==> config.mk <==
export PLATFORM = sky130hd
export DESIGN_NAME = dac_frame_scheduler
export DESIGN_NICKNAME = d
export VERILOG_FILES = /design/src/rtl/dac_frame_scheduler.sv
export SDC_FILE = /design/constraint.sdc
export NUM_CORES = 1
export LEC_CHECK = 0
export BUFFER_PORTS_ARGS = -buffer_cell sky130_fd_sc_hd__buf_4
export CORE_MARGIN = 2
export CORE_UTILIZATION = 35
export CTS_CLUSTER_SIZE = 30
export DETAILED_ROUTE_END_ITERATION = 12
export HOLD_SLACK_MARGIN = 0.05
export PLACE_DENSITY = 0.58
export SYNTH_ARGS = -nofsm -noshare
export SYNTH_HDL_FRONTEND = slang
export SYNTH_SLANG_ARGS = --single-unit
==> constraint.sdc <==
create_clock -name clk -period 2 [get_ports clk]
set_input_delay 0.2 -clock clk [delete_from_list [all_inputs] [get_ports clk]]
set_output_delay 0.2 -clock clk [all_outputs]
set_load 0.03 [all_outputs]
==> src/rtl/dac_frame_scheduler.sv <==
// Paces two sample sinks into one channel-tagged Avalon-ST source, A then B per frame.
// Ports: clk/reset, enable, asiA*/asiB* sinks, aso* source, underrunA/B and frameMiss pulses.
module dac_frame_scheduler #(
  parameter int DATA_WIDTH = 14,
  parameter int PERIOD     = 100
) (
  input  logic                  clk,
  input  logic                  reset,
  input  logic                  enable,
  input  logic                  asiAValid,
  input  logic [DATA_WIDTH-1:0] asiAData,
  output logic                  asiARdy,
  input  logic                  asiBValid,
  input  logic [DATA_WIDTH-1:0] asiBData,
  output logic                  asiBRdy,
  output logic                  asoValid,
  output logic                  asoChannel,
  output logic [DATA_WIDTH-1:0] asoData,
  input  logic                  asoRdy,
  output logic                  underrunA,
  output logic                  underrunB,
  output logic                  frameMiss
);

  localparam int CW = $clog2(PERIOD);
  localparam logic [CW-1:0] LAST = CW'(PERIOD - 1);

  typedef enum logic [1:0] {
    IDLE,
    SEND_A,
    SEND_B
  } state_t;

  state_t state, state_nxt;

  logic [CW-1:0]         cnt;
  logic                  tick;
  logic [DATA_WIDTH-1:0] reg_a, reg_b;
  logic                  fresh_a, fresh_b;
  logic                  fresh_a_nxt, fresh_b_nxt;
  logic                  acc_a, acc_b;
  logic                  hs_a, hs_b;

  assign tick  = enable && (cnt == LAST);
  assign acc_a = asiAValid && asiARdy;
  assign acc_b = asiBValid && asiBRdy;
  assign hs_a  = (state == SEND_A) && asoRdy;
  assign hs_b  = (state == SEND_B) && asoRdy;

  // A new sample arriving while the stale one is sent wins: it is the
  // freshest data and must not be lost.
  assign fresh_a_nxt = acc_a ? 1'b1 : (hs_a ? 1'b0 : fresh_a);
  assign fresh_b_nxt = acc_b ? 1'b1 : (hs_b ? 1'b0 : fresh_b);

  always_ff @(posedge clk or posedge reset) begin
    if (reset) begin
      cnt <= '0;
    end else if (!enable || cnt == LAST) begin
      cnt <= '0;
    end else begin
      cnt <= cnt + 1'b1;
    end
  end

  always_ff @(posedge clk or posedge reset) begin
    if (reset) begin
      reg_a   <= '0;
      reg_b   <= '0;
      fresh_a <= 1'b0;
      fresh_b <= 1'b0;
      asiARdy <= 1'b0;
      asiBRdy <= 1'b0;
    end else begin
      if (acc_a) reg_a <= asiAData;
      if (acc_b) reg_b <= asiBData;
      fresh_a <= fresh_a_nxt;
      fresh_b <= fresh_b_nxt;
      // Ready registered from next-state fresh so it tracks fresh exactly.
      asiARdy <= !fresh_a_nxt;
      asiBRdy <= !fresh_b_nxt;
    end
  end

  always_ff @(posedge clk or posedge reset) begin
    if (reset) begin
      underrunA <= 1'b0;
      underrunB <= 1'b0;
      frameMiss <= 1'b0;
    end else begin
      underrunA <= hs_a && !fresh_a;
      underrunB <= hs_b && !fresh_b;
      frameMiss <= tick && (state != IDLE);
    end
  end

  always_ff @(posedge clk or posedge reset) begin
    if (reset) state <= IDLE;
    else       state <= state_nxt;
  end

  always_comb begin
    state_nxt  = state;
    asoValid   = 1'b0;
    asoChannel = 1'b0;
    asoData    = '0;
    unique case (state)
      IDLE: begin
        if (tick) state_nxt = SEND_A;
      end
      SEND_A: begin
        asoValid = 1'b1;
        asoData  = reg_a;
        if (asoRdy) state_nxt = SEND_B;
      end
      SEND_B: begin
        asoValid   = 1'b1;
        asoChannel = 1'b1;
        asoData    = reg_b;
        if (asoRdy) state_nxt = IDLE;
      end
      default: state_nxt = IDLE;
    endcase
  end

endmodule

==> flow_summary_export.csv <==
group,metric,value,unit
final_layout,drive_gt1_share,48.6,%
cts,insertion_delay,0.30,ns
final_layout,fill_cells,531,
cts,hold_buffers,0,
setup_path,start_kind,"flip-flop",
cts,cts_root_buf,"clkbuf_8",
synthesis,yosysTopAreaCellShare,55.0,%
cts,cts_max_path_buffers,2,
setup_path,crit_type,"reg2out",
routing,vias,1445,
timing,max_freq,0.529,GHz
run_status,status,"finished, final reports clean",
routing,drc_errors,0,
timing,timing.final.crit_period,1.89,ns
timing,period_share,94.6,%
timing,final.setup_skew,0.00871,ns
setup_path,slowest_delay,0.50,ns
final_layout,fin_nets,261,
routing,final_antenna_net_count,0,
placed_design,gp_congestion,0.696,
global_routing,grt_pass1_vias,1413,
die,ios,55,
global_routing,gr-total-overflow,0,
routing,drtPass1Iterations,4,
power_and_ir_drop,power,2.24,mW
placed_design,placed_area,2520,um2
cts,path_clk_slew,0.08,ns
die,fp.dieW,79.6,um
setup_path,crit_chain,"inv_1 -> ha_2 -> nor2b_1 -> buf_4",
synthesis,synth.cell_area,2000,um2
timing,rsz0062_at_grt,"true",
final_layout,final_common_cell,"buf_4",
setup_path,crit_slowest_cell,"ha_2",
timing,finalSetupTns,0,ns
routing,initialDrtViolationCount,63,
routing,post_drt_wl_per_cell,14.5,um
placed_design,io_buffers,54,
synthesis,synth_top_cell_by_area,"dfrtp_1",
cts,cts_sinks,44,
die,core_area,5510,um2
final_layout,final_util,48.2,%
setup_path,timing.critical_path.required,1.80,ns
die,dieHeight,79.6,um
synthesis,synth_nets,203,
cts,post_cts_resized,1,
synthesis,syn_avg_cell_area,12.3,um2
power_and_ir_drop,vdd_drop_max,0.000382,V
synthesis,yosysUniqueCellTypes,27,
die,dieArea,6340,um2
timing,setup_slack,0.108,ns
routing,drt-total-wl,4260,um
final_layout,n_antenna_cell,0,
timing,worst_slew_pin_slew,0.703,ns
power_and_ir_drop,static-leakage-power,1.16,nW
global_routing,grt_first_pass_wirelength,6930,um
cts,htree_levels,2,
synthesis,yosysWarningCount,0,
synthesis,synth_area_leaders,"dfrtp_1 (55%), mux2_2 (16%), a22oi_1 (5.3%), nor2b_1 (4.4%), ha_1 (3.8%)",
die,start_util,36.4,%
setup_path,crit_fanout,15,
routing,vias_per_cell,4.91,
timing,worst_slew_margin_rel,53.0,%
global_routing,grt_usage,14.5,%
setup_path,arrival,1.69,ns
power_and_ir_drop,power_density,843,nW/um2
global_routing,antenna_found_initial,0,
min_path,hp-class,"in2async",
timing,setup_viol,0,
cts,cts_tree,"done",
run,maxCapViolCount,0,
cts,postCtsSetupBuffers,0,
synthesis,synth-seq-area-share,55.0,%
final_layout,design_area,2660,um2
cts,cts_made_buffers,5,
final_layout,syn2layout_area_growth,32.6,%
timing,slew_violations,0,
setup_path,end_kind,"primary output",
final_layout,final_cell_mix,"buf_4 (56), dfrtp_1 (44), mux2_2 (28), a22oi_1 (13), nand2_1 (11)",
placed_design,pre_cts_ws,0.313,ns
die,row_count,27,
timing,hold_violations,0,
synthesis,yosys_register_bits,44,
synthesis,synthCells,163,
placed_design,hpwl,2930,um
global_routing,grt_max_degree,45,
path summary, 6_finish.rpt:
kind	from	to	depth (start not counted)	slack, ns
min in group clk	asiBData[4]	reg_b[4]$_DFFE_PP0P_	2	0.13
max	state[1]$_DFFE_PP0P_	asoData[12]	4	0.11
max in group asynchronous	reset	reg_b[11]$_DFFE_PP0P_	3	1.58
min	reset	cnt[2]$_DFF_PP0_	3	0.04
max reg2reg	state[0]$_DFFE_PP0P_	state[1]$_DFFE_PP0P_	6	0.38
min reg2reg	fresh_a$_DFF_PP0_	underrunA$_DFF_PP0_	1	0.43
synth_stat cells:
cell,number
dfrtp_1,44
mux2_2,28
a22oi_1,14
nor2b_1,14
nand2_1,11
nor2_1,7
ha_1,6
buf_2,4
inv_1,4
clkbuf_1,3
nand3_1,3
a21oi_1,2
and2_1,2
nand3b_1,2
nand4_1,2
o2111ai_1,2
o211ai_1,2
o21ai_0,2
or3_1,2
xor2_1,2
and3_1,1
nor3_1,1
nor4b_1,1
o21ai_4,1
o21bai_1,1
or4b_4,1
xnor2_1,1
where the power goes:
part	switching, mW	leakage [nW]	internal (mW)	total (mW)
Combinational	0.105	0.555	0.214	0.319
Clock	0.298	0.0614	0.408	0.706
Sequential	0.106	0.540	1.11	1.21
worst max-delay path, delay by kind of cell, from the launching register on:
kind / cells / cell delay [ns]
fa+ha+maj: 1 / 0.50
simple gates: 1 / 0.20
flops: 1 / 0.39
buf+inv: 2 / 0.30
state kept, by name (all words and copies together), names as in the netlist:
signal / flops
reg_a: 14
underrunA: 1
frameMiss: 1
state: 2
asiARdy: 1
reg_b: 14
asiBRdy: 1
fresh_a: 1
underrunB: 1
fresh_b: 1
cnt: 7
stage by stage:
stage                     hold WS, ns  instances
final                          0.0364        294
after global routing           0.0801        294
after CTS                      0.0525        294
after detailed placement        0.380        286
after global placement          0.384        286
after floorplan                 0.338        163
cells by family (layout without fill, tap and decap cells):
logic type / Yosys count / after routing / synth area share, %
buffers and inverters: 11 / 70 / 2.31
XOR/XNOR: 3 / 3 / 1.31
adder cells (fa/ha/maj): 6 / 6 / 3.75
flip-flops: 44 / 44 / 55.0
multiplexers: 28 / 28 / 15.7
AND/OR/NAND/NOR: 47 / 47 / 12.8
AO/OA/AOI/OAI: 24 / 24 / 9.06
area by class of cell:
| class | instances | area [um2] | share of cell area, % |
|---|---|---|---|
| clock buffer | 6 | 82.6 | 3.11 |
| multi-input combinational | 108 | 885 | 33.3 |
| sequential | 44 | 1100 | 41.5 |
| timing repair buffer | 58 | 443 | 16.7 |
| clock inverter | 2 | 38.8 | 1.46 |
| tap | 72 | 90.1 | 3.39 |
| inverter | 4 | 15.0 | 0.566 |
metal layers:
metal  GRT usage, %  vias to the layer above  part of all wire, %
met1           18.8                      707                   46
li1               -                      693                    -
met2           22.6                       39                   46
met5              0                        -                    0
met3           4.07                        6                  5.7
met4           6.21                        0                  2.0
Note: power is estimated with default switching activity, not from simulation.
